<file path="config.mk">
export PLATFORM = sky130hd
export DESIGN_NAME = pll_config_sequencer
export DESIGN_NICKNAME = d
export VERILOG_FILES = /design/src/rtl/pll_config_sequencer.sv
export SDC_FILE = /design/constraint.sdc
export NUM_CORES = 1
export LEC_CHECK = 0
export ABC_AREA = 1
export BUFFER_PORTS_ARGS = -buffer_cell sky130_fd_sc_hd__buf_2
export CORE_MARGIN = 2
export CORE_UTILIZATION = 57
export DETAILED_ROUTE_END_ITERATION = 8
export PLACE_DENSITY = 0.83
export SLEW_MARGIN = 5
export SYNTH_ARGS = -nofsm -noshare
export SYNTH_HDL_FRONTEND = slang
export SYNTH_SLANG_ARGS = --single-unit
</file>
<file path="constraint.sdc">
create_clock -name clock -period 4.6 [get_ports clock]
set_input_delay 1.38 -clock clock [delete_from_list [all_inputs] [get_ports clock]]
set_output_delay 1.38 -clock clock [all_outputs]
set_load 0.02 [all_outputs]
</file>
<file path="src/rtl/pll_config_sequencer.sv">
// pll_config_sequencer
// Moves the core clock off the PLL, reprograms the PLL while it is held in
// reset, waits for lock, and hands the core back to the PLL clock. Runs on the
// always-present external reference clock.

module pll_config_sequencer #(
    parameter int           SETTLE_CYCLES = 4,
    parameter int           LOCK_CYCLES   = 256,
    parameter int           CNT_W         = 9,
    parameter logic [4:0]   DIV_RST       = 5'd8
) (
    input  logic        clock,
    input  logic        resetb,

    input  logic        cfg_valid,
    output logic        cfg_ready,
    input  logic [4:0]  cfg_div,
    input  logic [2:0]  cfg_sel,
    input  logic        cfg_dco,
    input  logic [25:0] cfg_trim,
    input  logic        cfg_bypass,
    output logic        cfg_err,

    input  logic        force_ext,

    output logic        pll_reset,
    output logic        pll_extclk_sel,
    output logic [4:0]  pll_div,
    output logic [2:0]  pll_sel,
    output logic        pll_dco,
    output logic [25:0] pll_trim,

    output logic        busy,
    output logic        locked
);

    // Sequence phases. IDLE is the only state that accepts a configuration.
    localparam logic [2:0] ST_IDLE   = 3'd0;  // waiting for a configuration
    localparam logic [2:0] ST_EXT    = 3'd1;  // core moved to external clock, settling
    localparam logic [2:0] ST_APPLY  = 3'd2;  // PLL in reset with new settings applied
    localparam logic [2:0] ST_LOCK   = 3'd3;  // PLL released, waiting for lock
    localparam logic [2:0] ST_SWITCH = 3'd4;  // core moved back to PLL clock, settling

    // Counter reload values; a phase of N cycles loads N-1 and ends at zero.
    localparam logic [CNT_W-1:0] SETTLE_LOAD = CNT_W'(SETTLE_CYCLES - 1);
    localparam logic [CNT_W-1:0] LOCK_LOAD   = CNT_W'(LOCK_CYCLES - 1);

    // Control state
    logic [2:0]       state_q, state_d;
    logic [CNT_W-1:0] cnt_q, cnt_d;
    logic             run_q;
    logic             err_q, err_d;
    logic             busy_q, busy_d;
    logic             locked_q, locked_d;

    // Registered PLL controls
    logic             pll_reset_q, pll_reset_d;
    logic             extclk_q, extclk_d;
    logic [4:0]       div_q, div_d;
    logic [2:0]       sel_q, sel_d;
    logic             dco_q, dco_d;
    logic [25:0]      trim_q, trim_d;

    // Configuration captured on the accepting edge
    logic [4:0]       lat_div_q;
    logic [2:0]       lat_sel_q;
    logic             lat_dco_q;
    logic [25:0]      lat_trim_q;
    logic             lat_bypass_q;

    logic             idle;
    logic             offer;
    logic             accept;
    logic             reject;
    logic             cnt_zero;

    assign idle      = (state_q == ST_IDLE);
    // run_q keeps the handshake closed until the first edge out of reset.
    assign cfg_ready = run_q && idle && !force_ext;
    assign offer     = cfg_valid && cfg_ready;
    assign accept    = offer && (cfg_div >= 5'd2);
    assign reject    = offer && (cfg_div <  5'd2);
    assign cnt_zero  = (cnt_q == '0);

    // Next-state and next-output computation for the sequencer.
    // NOTE: every _d signal is given its hold value first so no path through
    // the case statement leaves one unassigned (which would infer a latch).
    always_comb begin
        state_d     = state_q;
        cnt_d       = cnt_zero ? cnt_q : cnt_q - 1'b1;
        err_d       = 1'b0;
        busy_d      = busy_q;
        locked_d    = locked_q;
        pll_reset_d = pll_reset_q;
        extclk_d    = extclk_q;
        div_d       = div_q;
        sel_d       = sel_q;
        dco_d       = dco_q;
        trim_d      = trim_q;

        if (force_ext) begin
            // Emergency fallback: the PLL settings themselves are left alone.
            extclk_d    = 1'b1;
            pll_reset_d = 1'b1;
            locked_d    = 1'b0;
            busy_d      = 1'b0;
            state_d     = ST_IDLE;
        end else begin
            case (state_q)
                ST_IDLE: begin
                    if (accept) begin
                        extclk_d = 1'b1;
                        locked_d = 1'b0;
                        busy_d   = 1'b1;
                        cnt_d    = SETTLE_LOAD;
                        state_d  = ST_EXT;
                    end else if (reject) begin
                        err_d = 1'b1;
                    end
                end

                ST_EXT: begin
                    if (cnt_zero) begin
                        // Core is safely on the external clock: reprogram now.
                        pll_reset_d = 1'b1;
                        div_d       = lat_div_q;
                        sel_d       = lat_sel_q;
                        dco_d       = lat_dco_q;
                        trim_d      = lat_trim_q;
                        cnt_d       = SETTLE_LOAD;
                        state_d     = ST_APPLY;
                    end
                end

                ST_APPLY: begin
                    if (cnt_zero) begin
                        if (lat_bypass_q) begin
                            // Bypass leaves the PLL in reset and the core on ext clock.
                            busy_d  = 1'b0;
                            state_d = ST_IDLE;
                        end else begin
                            pll_reset_d = 1'b0;
                            cnt_d       = LOCK_LOAD;
                            state_d     = ST_LOCK;
                        end
                    end
                end

                ST_LOCK: begin
                    if (cnt_zero) begin
                        extclk_d = 1'b0;
                        cnt_d    = SETTLE_LOAD;
                        state_d  = ST_SWITCH;
                    end
                end

                ST_SWITCH: begin
                    if (cnt_zero) begin
                        locked_d = 1'b1;
                        busy_d   = 1'b0;
                        state_d  = ST_IDLE;
                    end
                end

                default: begin
                    // Unreachable encodings recover to a safe idle.
                    extclk_d    = 1'b1;
                    pll_reset_d = 1'b1;
                    locked_d    = 1'b0;
                    busy_d      = 1'b0;
                    state_d     = ST_IDLE;
                end
            endcase
        end
    end

    // Control and PLL-facing registers with synchronous active-low reset.
    // NOTE: state registers use non-blocking assignments so every register
    // samples the values from before this edge, independent of statement order.
    always_ff @(posedge clock) begin
        if (!resetb) begin
            state_q     <= ST_IDLE;
            cnt_q       <= '0;
            run_q       <= 1'b0;
            err_q       <= 1'b0;
            busy_q      <= 1'b0;
            locked_q    <= 1'b0;
            pll_reset_q <= 1'b1;
            extclk_q    <= 1'b1;
            div_q       <= DIV_RST;
            sel_q       <= '0;
            dco_q       <= 1'b0;
            trim_q      <= '0;
        end else begin
            state_q     <= state_d;
            cnt_q       <= cnt_d;
            run_q       <= 1'b1;
            err_q       <= err_d;
            busy_q      <= busy_d;
            locked_q    <= locked_d;
            pll_reset_q <= pll_reset_d;
            extclk_q    <= extclk_d;
            div_q       <= div_d;
            sel_q       <= sel_d;
            dco_q       <= dco_d;
            trim_q      <= trim_d;
        end
    end

    // Capture the offered configuration on the accepting edge.
    // NOTE: these payload registers have no reset; they are only read in EXT
    // and APPLY, which can only be reached after an accept has loaded them.
    always_ff @(posedge clock) begin
        if (accept) begin
            lat_div_q    <= cfg_div;
            lat_sel_q    <= cfg_sel;
            lat_dco_q    <= cfg_dco;
            lat_trim_q   <= cfg_trim;
            lat_bypass_q <= cfg_bypass;
        end
    end

    assign cfg_err        = err_q;
    assign busy           = busy_q;
    assign locked         = locked_q;
    assign pll_reset      = pll_reset_q;
    assign pll_extclk_sel = extclk_q;
    assign pll_div        = div_q;
    assign pll_sel        = sel_q;
    assign pll_dco        = dco_q;
    assign pll_trim       = trim_q;

endmodule

</file>
==> results.toml <==
[run_status]
status = "complete, no violations"

[floorplanning]
row_count = 28
core_area_sq_um = 5991
die_area_sq_um = 6909
dieWidth_um = 83.12
die_h_um = 83.12
io_pins = 81
start_util = 0.5957

[clocking]
cts.sinks = 89
postCtsSetupBuffers = 0
cts_max_level = 3
cts_resized = 0
clock_path_buffers = 2
clk-insertion-delay-late_ns = 0.36
path_clk_slew_ns = 0.09
root_buffer = "clkbuf_8"
cts_tree = "built"
cts_buffers = 9
cts-hold-fix-buffers = 0

[timing]
finalSetupViolCount = 0
setup_ws_ns = 1.172
rsz0062_at_grt = "false"
slew_violations = 0
tns_ns = 0
max_freq_mhz = 291.7
period_share = 0.7452
slew_headroom = 0.4119
fin_skew_ns = 0.007408
holdWs_ns = 0.4611
post-route-min-period_ns = 3.428
hold_violations = 0
tightest_slew_ns = 0.8801

[synth]
synth_edf_count = 36
syn_area_sq_um = 3568
synth-seq-area-share = 0.6003
synthFlopType = "dfxtp_1"
avgSynthCellArea_sq_um = 9.803
postSynthCellCount = 364
synth_fp_nets = 406
ys_async_sr_fraction = 0
ys_warn_count = 0
synth.distinct_cells = 36
ys_ff_latch = 89

[grt]
grtUsageTotal = 0.2201
grt.overflow.total = 0
antenna_found_initial = 0
grt_pass1_wl_um = 12230
grt_max_degree = 41
grt_pass1_vias = 2635

[detailed_routing]
drc = 0
via_per_inst = 5.448
drtAntennaViolNets = 0
vias = 2822
wl_per_cell_um = 14.20
drt_wl_total_um = 7358
drt_iter0_drc = 212
first_pass_iters = 4

[layout]
antenna_cells = 0
most-common-layout-cells = "80 x buf_2, 72 x nand2_1, 53 x dfxtp_1"
fillers = 484
area_growth_pct = 15.78
finalInstanceArea_sq_um = 4131
drive_above_1_share = 0.2731
final_common_cell = "buf_2"
nNetsFinal = 480

[worst_setup_path]
cpLargestDelayFamily = "simple AND/OR/NAND/NOR gates"
critPathCaptureType = "output pin"
path_class = "in2out"
crit_path_start_kind = "primary input"
worstPathArrival_ns = 2.05
path_max_fanout = 7
critical_path.slowest_cell = "buf_2"
cp.required_ns = 3.22
slowest_delay_ns = 0.17
critPathBufInv = 2
crit_chain = "buf_2 -> nor2_4 -> nand2_1 -> nor2_4 -> buf_2"

[place]
dpl.hpwl_um = 4887
place.gp.congestion = 0.8450
pre_cts_ws_ns = 1.164
io_buffers = 80
place_area_sq_um = 3944

[job]
max-cap-violations = 0

[power_and_ir_drop]
vdd_drop_max_mv = 0.3177
report.power.total_w = 0.001877
cellPowerDensity_nw_per_um2 = 454.4
p_leak_nw = 1.677

[worst_hold_path]
hold_path.class = "reg2reg"
## report_power, final
group	internal, W	switching, W
clock network	0.000219	0.000287
logic	0.000152	0.000322
registers	0.000866	0.0000322
## path summary, 6_finish.rpt
| kind | from | to | slack (ns) | depth (start not counted) |
|---|---|---|---|---|
| min | pll_div[0] | pll_div[0] | 0.46 | 2 |
| max reg2reg | state_q[0] | pll_trim[13] | 2.28 | 5 |
| max | force_ext | cfg_ready | 1.17 | 5 |
| min reg2reg | pll_div[0] | pll_div[0] | 0.46 | 2 |
## cell families (layout without fill, tap and decap cells)
family	after synthesis	count (layout)	synth area share
compound gates	57	57	0.08205
xor+xnor	3	3	0.007365
fa+ha+maj	2	2	0.007012
buf+inv	45	124	0.06521
flops	89	89	0.6003
simple gates	168	168	0.2381
## worst register-to-register path: stages, from the launching register on
cell,delay (ns)
dfxtp_1,0.54
nand2_2,0.17
nor2_4,0.70
nand3_4,0.49
nand2_1,0.20
a21oi_1,0.08
## flip-flops by register name, summed over array words and instances (netlist names), 3 cells and up
register    flops
state_q         3
lat_div_q       5
lat_sel_q       3
cnt_q           9
pll_div         5
pll_trim       26
pll_sel         3
lat_trim_q     26
## layout make-up
type / count / area, sq um / area share
inverters: 27 / 106.4 / 0.02574
multi-input cells: 230 / 1194 / 0.2889
well taps: 75 / 93.84 / 0.02271
flip-flops and latches: 89 / 2142 / 0.5185
clock buffers: 10 / 137.6 / 0.03331
clock inverters: 6 / 50.05 / 0.01211
repair buffers: 81 / 407.9 / 0.09873
## per-stage QoR
| stage | utilization | std cells |
|---|---|---|
| after global routing | 0.6896 | 518 |
| final | 0.6896 | 518 |
| after floorplan | - | 364 |
| after global placement | 0.6583 | 502 |
| after CTS | 0.6896 | 518 |
| after detailed placement | 0.6583 | 502 |
## routing by layer
metal | global-route usage | share of wire | wire (um) | up-vias
met3 | 0.07157 | 0.072 | 532 | 10
met1 | 0.2686 | 0.39 | 2900 | 1287
met2 | 0.3746 | 0.52 | 3826 | 109
met5 | 0 | 0 | 0 | -
li1 | - | - | - | 1416
met4 | 0.06259 | 0.013 | 99 | 0
## Yosys cell counts (2+ instances only)
master | instances | area [sq um]
nor4_1 | 2 | 12.51
buf_2 | 7 | 35.03
inv_1 | 18 | 67.56
a21oi_1 | 43 | 215.2
nand4_1 | 38 | 237.7
o22ai_1 | 2 | 12.51
nor2_4 | 4 | 45.04
edfxtp_1 | 36 | 1081
nor2_2 | 3 | 18.77
nor2_1 | 24 | 90.09
nand2_1 | 72 | 270.3
dfxtp_1 | 53 | 1061
ha_1 | 2 | 25.02
buf_4 | 4 | 30.03
clkbuf_1 | 4 | 15.01
o21ai_1 | 3 | 15.01
nand2_2 | 4 | 25.02
inv_2 | 7 | 26.28
o21ai_0 | 7 | 35.03
xor2_1 | 2 | 17.52
nand3_1 | 14 | 70.07
Power figures use the tool's default switching activity.
